==> src/rtl/switch_sched_pkg.sv <==
`default_nettype none
// ============================================================================
// Module      : switch_sched_pkg
// Description : Shared types, constants and helpers for the switch output
//               scheduler.
// Revision    : 1.0 - initial release
// ============================================================================
package switch_sched_pkg;

    // Width of one head-of-queue metadata word
    localparam int META_W = 32;

    // Per-output scheduler state
    typedef enum logic [1:0] {
        IDLE    = 2'd0,
        START   = 2'd1,
        BUSY    = 2'd2,
        RELEASE = 2'd3
    } sched_state_t;

    // Extract the destination-port field from a metadata word.
    // The result is zero-extended so it can be compared against any port index.
    function automatic logic [META_W-1:0] dest_field(
        input logic [META_W-1:0] word,
        input int                lsb,
        input int                width
    );
        logic [META_W-1:0] mask;
        mask = (META_W'(1) << width) - META_W'(1);
        return (word >> lsb) & mask;
    endfunction

endpackage : switch_sched_pkg
`default_nettype wire

==> src/rtl/rr_arbiter.sv <==
`default_nettype none
// ============================================================================
// Module      : rr_arbiter
// Description : Combinational rotating-priority picker. Returns the first
//               requester strictly after ptr, wrapping N-1 -> 0.
// Revision    : 1.0 - initial release
// ============================================================================
module rr_arbiter #(
    parameter int N     = 4,
    parameter int IDX_W = (N > 1) ? $clog2(N) : 1
) (
    input  logic [N-1:0]     req,
    input  logic [IDX_W-1:0] ptr,
    output logic [IDX_W-1:0] grant_idx,
    output logic             grant_any
);

    logic [IDX_W-1:0] w_idx;

    // Scan from farthest to nearest offset so the nearest requester after ptr wins
    always_comb begin
        grant_any = 1'b0;
        grant_idx = '0;
        w_idx     = '0;
        for (int k = N; k >= 1; k--) begin
            w_idx = IDX_W'((int'(ptr) + k) % N);
            if (req[w_idx]) begin
                grant_any = 1'b1;
                grant_idx = w_idx;
            end
        end
    end

endmodule : rr_arbiter
`default_nettype wire

==> src/rtl/switch_output_scheduler.sv <==
`default_nettype none
// ============================================================================
// Module      : switch_output_scheduler
// Description : Per-output round-robin packet scheduler. Picks an input per
//               output, runs the start/ready handshake with the output port
//               controller and drives the crossbar select.
// Revision    : 1.0 - initial release
// ============================================================================
module switch_output_scheduler
    import switch_sched_pkg::*;
#(
    parameter int NUM_IN   = 4,
    parameter int NUM_OUT  = 4,
    parameter int DEST_LSB = 0,
    parameter int DEST_W   = 2,
    parameter int TIMEOUT  = 16
) (
    input  logic                               clk,
    input  logic                               resetn,
    input  logic [NUM_IN-1:0]                  meta_valid,
    input  logic [NUM_IN*META_W-1:0]           meta_data,
    input  logic [NUM_OUT-1:0]                 ready_transfer,
    output logic [NUM_OUT-1:0]                 start_transfer,
    output logic [NUM_OUT*$clog2(NUM_IN)-1:0]  sel,
    output logic [NUM_OUT-1:0]                 sel_valid,
    output logic [NUM_OUT-1:0]                 start_err
);

    localparam int SEL_W = $clog2(NUM_IN);
    localparam int CNT_W = $clog2(TIMEOUT + 1);

    // An input stays locked from grant until its transfer is released or
    // timed out, so a stale head-of-queue word is never granted twice.
    logic [NUM_IN-1:0]                r_lock;
    logic [NUM_OUT-1:0][NUM_IN-1:0]   w_req;
    logic [NUM_OUT-1:0][NUM_IN-1:0]   w_lock_set;
    logic [NUM_OUT-1:0][NUM_IN-1:0]   w_lock_clr;
    logic [NUM_IN-1:0]                w_set_all;
    logic [NUM_IN-1:0]                w_clr_all;

    // Request matrix: valid, unlocked input whose destination is this output
    always_comb begin
        for (int o = 0; o < NUM_OUT; o++) begin
            for (int i = 0; i < NUM_IN; i++) begin
                w_req[o][i] = meta_valid[i] && !r_lock[i] &&
                    (dest_field(meta_data[META_W*i +: META_W], DEST_LSB, DEST_W) == META_W'(o));
            end
        end
    end

    // Merge lock set/clear requests from all outputs
    always_comb begin
        w_set_all = '0;
        w_clr_all = '0;
        for (int o = 0; o < NUM_OUT; o++) begin
            w_set_all = w_set_all | w_lock_set[o];
            w_clr_all = w_clr_all | w_lock_clr[o];
        end
    end

    // Shared input lock mask
    always_ff @(posedge clk) begin
        if (!resetn) begin
            r_lock <= '0;
        end else begin
            r_lock <= (r_lock & ~w_clr_all) | w_set_all;
        end
    end

    generate
        for (genvar o = 0; o < NUM_OUT; o++) begin : g_out
            sched_state_t      r_state, w_state_nxt;
            logic              r_start, w_start_nxt;
            logic              r_selv,  w_selv_nxt;
            logic              r_err,   w_err_nxt;
            logic [SEL_W-1:0]  r_sel,   w_sel_nxt;
            logic [SEL_W-1:0]  r_ptr,   w_ptr_nxt;
            logic [CNT_W-1:0]  r_cnt,   w_cnt_nxt;
            logic [CNT_W-1:0]  w_cnt_inc;
            logic [SEL_W-1:0]  w_gidx;
            logic              w_gany;
            logic [NUM_IN-1:0] w_set;
            logic [NUM_IN-1:0] w_clr;

            rr_arbiter #(
                .N     (NUM_IN),
                .IDX_W (SEL_W)
            ) u_arb (
                .req       (w_req[o]),
                .ptr       (r_ptr),
                .grant_idx (w_gidx),
                .grant_any (w_gany)
            );

            assign w_cnt_inc      = r_cnt + CNT_W'(1);
            assign w_lock_set[o]  = w_set;
            assign w_lock_clr[o]  = w_clr;

            // Next-state and output decode for this output's handshake FSM
            always_comb begin
                w_state_nxt = r_state;
                w_start_nxt = r_start;
                w_selv_nxt  = r_selv;
                w_err_nxt   = 1'b0;
                w_sel_nxt   = r_sel;
                w_ptr_nxt   = r_ptr;
                w_cnt_nxt   = r_cnt;
                w_set       = '0;
                w_clr       = '0;
                case (r_state)
                    IDLE: begin
                        if (ready_transfer[o] && w_gany) begin
                            w_sel_nxt     = w_gidx;
                            w_selv_nxt    = 1'b1;
                            w_start_nxt   = 1'b1;
                            w_ptr_nxt     = w_gidx;
                            w_cnt_nxt     = '0;
                            w_set[w_gidx] = 1'b1;
                            w_state_nxt   = START;
                        end
                    end
                    START: begin
                        if (!ready_transfer[o]) begin
                            w_start_nxt = 1'b0;
                            w_state_nxt = BUSY;
                        end else if (w_cnt_inc == CNT_W'(TIMEOUT)) begin
                            // Controller never acknowledged: abandon, keep rr_ptr on g
                            w_start_nxt  = 1'b0;
                            w_selv_nxt   = 1'b0;
                            w_err_nxt    = 1'b1;
                            w_clr[r_sel] = 1'b1;
                            w_state_nxt  = IDLE;
                        end else begin
                            w_cnt_nxt = w_cnt_inc;
                        end
                    end
                    BUSY: begin
                        if (ready_transfer[o]) begin
                            w_state_nxt = RELEASE;
                        end
                    end
                    RELEASE: begin
                        w_selv_nxt   = 1'b0;
                        w_clr[r_sel] = 1'b1;
                        w_state_nxt  = IDLE;
                    end
                    default: begin
                        w_state_nxt = IDLE;
                    end
                endcase
            end

            // State and output registers for this output
            always_ff @(posedge clk) begin
                if (!resetn) begin
                    r_state <= IDLE;
                    r_start <= 1'b0;
                    r_selv  <= 1'b0;
                    r_err   <= 1'b0;
                    r_sel   <= '0;
                    r_ptr   <= SEL_W'(NUM_IN - 1);
                    r_cnt   <= '0;
                end else begin
                    r_state <= w_state_nxt;
                    r_start <= w_start_nxt;
                    r_selv  <= w_selv_nxt;
                    r_err   <= w_err_nxt;
                    r_sel   <= w_sel_nxt;
                    r_ptr   <= w_ptr_nxt;
                    r_cnt   <= w_cnt_nxt;
                end
            end

            assign start_transfer[o]           = r_start;
            assign sel_valid[o]                = r_selv;
            assign start_err[o]                = r_err;
            assign sel[o*SEL_W +: SEL_W]       = r_sel;
        end
    endgenerate

endmodule : switch_output_scheduler
`default_nettype wire
==> config.mk <==
export PLATFORM = sky130hd
export DESIGN_NAME = switch_output_scheduler
export DESIGN_NICKNAME = d
export VERILOG_FILES = /design/src/rtl/switch_sched_pkg.sv /design/src/rtl/rr_arbiter.sv /design/src/rtl/switch_output_scheduler.sv
export SDC_FILE = /design/constraint.sdc
export NUM_CORES = 1
export LEC_CHECK = 0
export CAP_MARGIN = 5
export CORE_MARGIN = 2
export CORE_UTILIZATION = 44
export DETAILED_ROUTE_END_ITERATION = 10
export HOLD_SLACK_MARGIN = 0.06
export PLACE_DENSITY_LB_ADDON = 0.08
export SETUP_SLACK_MARGIN = 0.02
export SLEW_MARGIN = 40
export SYNTH_ARGS = -nofsm -noshare
export SYNTH_HDL_FRONTEND = slang
export SYNTH_SLANG_ARGS = --single-unit
export TNS_END_PERCENT = 100
==> constraint.sdc <==
create_clock -name clk -period 2.9 [get_ports clk]
set_clock_uncertainty 0.15 [all_clocks]
set_input_delay 0.58 -clock clk [delete_from_list [all_inputs] [get_ports clk]]
set_output_delay 0.58 -clock clk [all_outputs]
set_load 0.03 [all_outputs]
### Word-level counts from Yosys, hierarchy flattened

Cells that the tools add are included.

| storage, ports and cells | value |
|---|---|
| word-level logic and storage cells | 382 |
| input bits | 138 |
| flip-flop bits (word level) | 60 |
| output and inout port bits | 20 |

| operators by class | value |
|---|---|
| equal/unequal tests | 52 |
| multiplexer cells | 164 |
| add/sub/neg operators | 20 |
| bitwise logic cells | 9 |
| $lt $le $gt $ge | 32 |
| reduce and logical (&&, ||, !) cells | 76 |

Operator list:

| kind | number |
|---|---|
| zero test 32 bit | 4 |
| less-than comparator 2 x 3 -> 1 bit (second input constant) | 24 |
| 2-to-1 mux 2 bit | 32 |
| 2-to-1 mux 4 bit | 16 |
| 2-to-1 mux 1 bit | 60 |
| 2-to-1 mux 5 bit | 12 |
| inequality test 2 bit (second input constant) | 20 |
| one-hot mux 5 bit (2 select lines) | 4 |
| AND reduction 3 bit | 12 |
| binary-select mux 1 bit (select 2 bit) | 16 |
| == test 2 bit (second input constant) | 16 |
| logical AND 1 bit | 32 |
| one-hot mux 2 bit (4 select lines) | 4 |
| one-hot mux 4 bit (2 select lines) | 4 |
| AND reduction 4 bit | 8 |
| bitwise OR 4 bit | 7 |
| adder 5 x 1 -> 5 bit (second input constant) | 4 |
| == test 5 bit (second input constant) | 4 |
| adder 2 x 1 -> 2 bit (second input constant) | 8 |
| adder 2 bit (second input constant) | 8 |
| demux 1 bit (select 2 bit) | 8 |
| == test 2 x 1 -> 1 bit (second input constant) | 8 |
| greater-or-equal comparator 2 x 1 -> 1 bit (second input constant) | 8 |
| inequality test 3 bit (second input constant) | 4 |
| 9 further kinds | 30 |

### Depth between registers and ports, before layout

| logic depth | value |
|---|---|
| depth in word-level cells | 19 |
| depth in mapped cells | 8 |

### By module

From an unflattened synthesis, not the netlist that was laid out.

| second synthesis, totals | value |
|---|---|
| cells, all modules | 494 |
| area total of the unflattened synthesis | 3789.9 µm² |

By module, submodules not included:

| module | cells an instance | instances | area each (µm²) |
|---|---|---|---|
| switch_output_scheduler | 438 | 1 | 3424.5 |
| rr_arbiter | 14 | 4 | 91.3 |

### Worst setup path after synthesis

No wires, ideal clock.

| path | value |
|---|---|
| path type | input to register |
| start | in meta_data[33] |
| end | reg r_lock[3] |
| setup slack | 0.596 ns |
| cell stages on the path | 6 |
| arrival time | 2.029 ns |
| required time | 2.625 ns |
| path buffers | 0 |
| cell sequence | or4b_4 or3_1 o221a_2 nand3_1 o21ai_1 o41a_1 |

| between the ends | value |
|---|---|
| cells in the longest elaborated chain, start to end | 18 |
| elaborated cells on any way between the ends | 108 |
| those cells by class | 8 x order compare; 3 x eq/ne; 80 x mux; 4 x bitwise; 13 x reduce/logical |

RTL lines:

| what | RTL line | text |
|---|---|---|
| start: declaration | switch_output_scheduler.sv:21 | `input logic [NUM_IN*META_W-1:0] meta_data,` |
| zero test 32 bit / == test 2 x 1 -> 1 bit (equally long branches) | switch_output_scheduler.sv:46 | `(dest_field(meta_data[META_W*i +: META_W], DEST_LSB, DEST_W) == META_W'(o));` |
| logical AND 1 bit | switch_output_scheduler.sv:45 | `w_req[o][i] = meta_valid[i] && !r_lock[i] &&` |
| binary-select mux 1 bit (select 2 bit) | rr_arbiter.sv:27 | `if (req[w_idx]) begin` |
| 2-to-1 mux 1 bit (not written as such) | rr_arbiter.sv:27 |  |
| 2-to-1 mux 2 bit (4 in a row) | rr_arbiter.sv:27 |  |
| less-than comparator 2 x 3 -> 1 bit (not written as such) / greater-or-equal comparator 2 x 1 -> 1 bit (equally long branches) | switch_output_scheduler.sv:118 | `w_set[w_gidx] = 1'b1;` |
| logical AND 1 bit (not written as such) | switch_output_scheduler.sv:118 |  |
| 2-to-1 mux 1 bit (not written as such) | switch_output_scheduler.sv:118 |  |
| demux 1 bit (select 2 bit) | switch_output_scheduler.sv:118 |  |
| 2-to-1 mux 4 bit | switch_output_scheduler.sv:112 | `if (ready_transfer[o] && w_gany) begin` |
| 2-to-1 mux 4 bit | switch_output_scheduler.sv:110 | `case (r_state)` |
| bitwise OR 4 bit (2 in a row) | switch_output_scheduler.sv:56 | `w_set_all = w_set_all \| w_lock_set[o];` |
| bitwise OR 4 bit * | switch_output_scheduler.sv:56 |  |
| bitwise OR 4 bit * | switch_output_scheduler.sv:66 | `r_lock <= (r_lock & ~w_clr_all) \| w_set_all;` |
| end signal: assignment | switch_output_scheduler.sv:66 |  |
| end: declaration | switch_output_scheduler.sv:34 | `logic [NUM_IN-1:0] r_lock;` |

Mark *: on every way between the ends. The rest lies on a longest branch, timed or not. The select of a mux whose other input is x is not followed.
A chain may end at the register's enable or synchronous reset.

### Worst setup path in the final report

| path | value |
|---|---|
| start | reg g_out[2].r_cnt[0] |
| end | reg r_lock[2] |

| between the ends | value |
|---|---|
| cells in the longest elaborated chain, start to end | 10 |

RTL lines:

| what | RTL line | text |
|---|---|---|
| start: declaration | switch_output_scheduler.sv:78 | `logic [CNT_W-1:0] r_cnt, w_cnt_nxt;` |
| start signal: assignment | switch_output_scheduler.sv:170 | `r_cnt <= w_cnt_nxt;` |
| adder 5 x 1 -> 5 bit | switch_output_scheduler.sv:95 | `assign w_cnt_inc = r_cnt + CNT_W'(1);` |
| == test 5 bit | switch_output_scheduler.sv:126 | `end else if (w_cnt_inc == CNT_W'(TIMEOUT)) begin` |
| 2-to-1 mux 4 bit | switch_output_scheduler.sv:126 |  |
| 2-to-1 mux 4 bit | switch_output_scheduler.sv:123 | `if (!ready_transfer[o]) begin` |
| one-hot mux 4 bit (2 select lines) | switch_output_scheduler.sv:110 |  |
| bitwise OR 4 bit (2 in a row) | switch_output_scheduler.sv:57 | `w_clr_all = w_clr_all \| w_lock_clr[o];` |
| NOT 4 bit | switch_output_scheduler.sv:66 |  |
| AND 4 bit | switch_output_scheduler.sv:66 |  |
| bitwise OR 4 bit | switch_output_scheduler.sv:66 |  |

Every way passes these cells.

==> flow_metrics.tcl <==
set metrics [dict create \
    cts_sinks 60 \
    rows 34 \
    final_common_cell "nor2_1" \
    pwr-share-comb_pct 22.2 \
    async_flop_share_pct 0 \
    cts_tree "built" \
    outcome "completed" \
    crit_fanout 10 \
    initial_core_util_pct 44.89 \
    synth_edf_count 0 \
    yosys.cell_types.count 78 \
    power.share.switching_pct 30.10 \
    hold_buffers 0 \
    syn-cell-area_um2 3857 \
    holdCritPathClass "flop to flop" \
    cts_root_buffer "clkbuf_8" \
    max-vdd-ir-drop_uv 286.1 \
    min_to "g_out[2].r_start" \
    p_seq_share_pct 41.2 \
    detailedRoute.firstPassIterationCount 5 \
    antenna_cells 0 \
    cp-start-kind "flop" \
    synth_ff_type "dfxtp_1" \
    slowest_delay_ns 0.49 \
    path_clk_slew_ns 0.07 \
    die_h_um 97.63 \
    die_area_um2 9532 \
    grt_antenna_before_repair 0 \
    drc 0 \
    crit_required_ns 2.98 \
    ys_ff_latch 60 \
    coreArea_um2 8593 \
    clockBufferDepth 2 \
    critical_path_buf_inv_count 0 \
    post_cts_buffers 0 \
    yosysWarnings 0 \
    synth_top_area_cell "dfxtp_1" \
    rrSetupSlack_ns 0.29 \
    period_needed_ns 2.610 \
    ys_seq_area_share_pct 31.14 \
    synthTopCellsByArea "dfxtp_1 (31%), nor2_1 (6.2%), a21oi_1 (6.0%)" \
    power_density_nw_per_um2 494.8 \
    criticalPathCategory "flop to flop" \
    r2r-end "r_lock[2]" \
    place_area_um2 4441 \
    fmax_mhz 383.1 \
    hold_start "g_out[2].r_start" \
    drtIter0Drc 246 \
    syn_to_final_growth_pct 20.73 \
    via_count 3825 \
    whs_ns 0.3325 \
    grt.overflow.total 0 \
    grt_pass1_wl_um 17100 \
    clk_latency_ns 0.33 \
    slew_headroom_pct 64.43 \
    power.share.clock_pct 36.6 \
    crit_chain "ha_1, nand3_1, xor2_1, a211oi_2, nor2_1, nor4b_1, a211oi_1, o31a_1" \
    cp_slowest_cell "dfxtp_1" \
    die_w_um 97.63 \
    min_period_over_period_pct 90.00 \
    grt_start_max_net_pins 24 \
    synth_area_per_cell_um2 7.809 \
    tns_ns 0 \
    crit_arrival_ns 2.69 \
    ant_nets 0 \
    netSwitchingPower_mw 0.6937 \
    drv_cap 0 \
    min_path_cells 2 \
    design_area_um2 4657 \
    place.gp.congestion 0.9155 \
    drive_above_1_share_pct 13.59 \
    grt_usage_pct 21.68 \
    post_drt_wl_per_cell_um 15.36 \
    mostFrequentLayoutCells "nor2_1 (64), dfxtp_1 (60), a21oi_1 (46)" \
    hold_viol_final 0 \
    rsz0062_at_grt "no" \
    cts-buffers-inserted 9 \
    critPathTopFamily "simple AND/OR/NAND/NOR gates" \
    ioPinCount 158 \
    crit_path_end_kind "flop" \
    r2r-start "g_out[2].r_cnt[0]" \
    num-nets-final 697 \
    hpwlAfterDp_um 7565 \
    fillers 832 \
    rr_worst_depth 8 \
    synth_nets 644 \
    post_cts_resized 0 \
    syn_inst 494 \
    portBuffers 37 \
    worst_pin_slew_ns 0.5280 \
    p_int_mw 1.611 \
    htreeDepth 3 \
    via_per_inst 5.795 \
    setup_viol 0 \
    postRouteWirelength_um 10140 \
    finalMaxSlewViolations 0 \
    synth_top_area_share_pct 31.14 \
    first_global_vias 3575 \
    leakagePower_nw 1.801 \
]
-- through the flow --
step | utilization, % | cells | worst slack [ns] | power, mW
after floorplan | - | 494 | 0.5956 | 1.282
after global placement | 51.67 | 644 | 0.002729 | 1.464
after detailed placement | 51.67 | 644 | -0.01486 | 1.473
after CTS | 54.19 | 660 | 0.3267 | 2.317
after global routing | 54.19 | 660 | 0.09723 | 2.410
final | 54.19 | 660 | 0.2900 | 2.304
-- power groups by stage --
stage	Combinational (mW)	Clock (mW)	Sequential (mW)
after floorplan	0.333	0	0.949
after global placement	0.501	0	0.963
after detailed placement	0.508	0	0.965
after CTS	0.511	0.859	0.946
after global routing	0.561	0.892	0.957
final	0.512	0.844	0.949
-- state kept, by name, summed over array words and instances, names as in the netlist, named ones only --
signal and cells:
g_out.r_ptr 8, g_out.r_state 4, g_out.r_selv 4, g_out.r_sel 8, g_out.r_cnt 20, g_out.r_start 4
g_out.r_err 4, r_lock 4
-- metal layers --
layer	up-vias	part of all wire, %	global-route usage [%]	wire length, µm
met5	-	0	0	0
met4	0	1.1	6.517	116
met3	11	4.9	4.029	498
met2	95	46	34.59	4623
met1	1790	48	29.85	4900
li1	1929	-	-	-
-- cell type report --
| type | count | area (µm²) | share of cell area (%) |
|---|---|---|---|
| Tap cell | 108 | 135.1 | 2.902 |
| Sequential cell | 60 | 1201 | 25.79 |
| Clock buffer | 11 | 141.4 | 3.036 |
| Inverter | 14 | 52.55 | 1.128 |
| Timing Repair Buffer | 69 | 610.6 | 13.11 |
| Clock inverter | 5 | 75.07 | 1.612 |
| Multi-Input combinational cell | 393 | 2441 | 52.42 |
-- worst max-delay path by stage --
stage                      start         to  slack (ns)  cells after the start
2_1_floorplan      meta_data[33]  r_lock[3]        0.60                      6
3_3_place_gp       meta_valid[1]  r_lock[0]       0.003                      7
3_5_place_dp       meta_valid[1]  r_lock[0]       -0.01                      7
4_1_cts            meta_valid[1]  r_lock[0]        0.33                      7
5_1_grt        g_out[2].r_cnt[0]  r_lock[2]         0.1                      8
6_report       g_out[2].r_cnt[0]  r_lock[2]        0.29                      8
-- kinds of logic after synthesis --
family	synth area share, %
simple gates	34.90
compound gates	23.78
flops	31.14
buf+inv	5.579
fa+ha+maj	3.892
xor+xnor	0.4542
mux	0.2595
-- tightest hold or removal path: cells and delay by family (launching register included) --
family | cells | cell delay, ns
flip-flops | 1 | 0.32
AO/OA/AOI/OAI | 1 | 0.06
AND/OR/NAND/NOR | 1 | 0.06
-- cells in the mapped netlist (5+ instances only) --
cell      number
a211oi_1       5
a21o_1         5
a21oi_1       46
a31oi_1        6
and3_1         9
buf_4         12
clkbuf_1      12
dfxtp_1       60
ha_1          12
inv_1         12
nand2_1       41
nand2b_1       7
nand3_1       24
nand4_1        6
nand4b_1       9
nor2_1        64
nor2b_1        8
nor3_1        21
o21ai_0       33
or3_1          6
No activity file was read; power rests on OpenSTA's default activity.
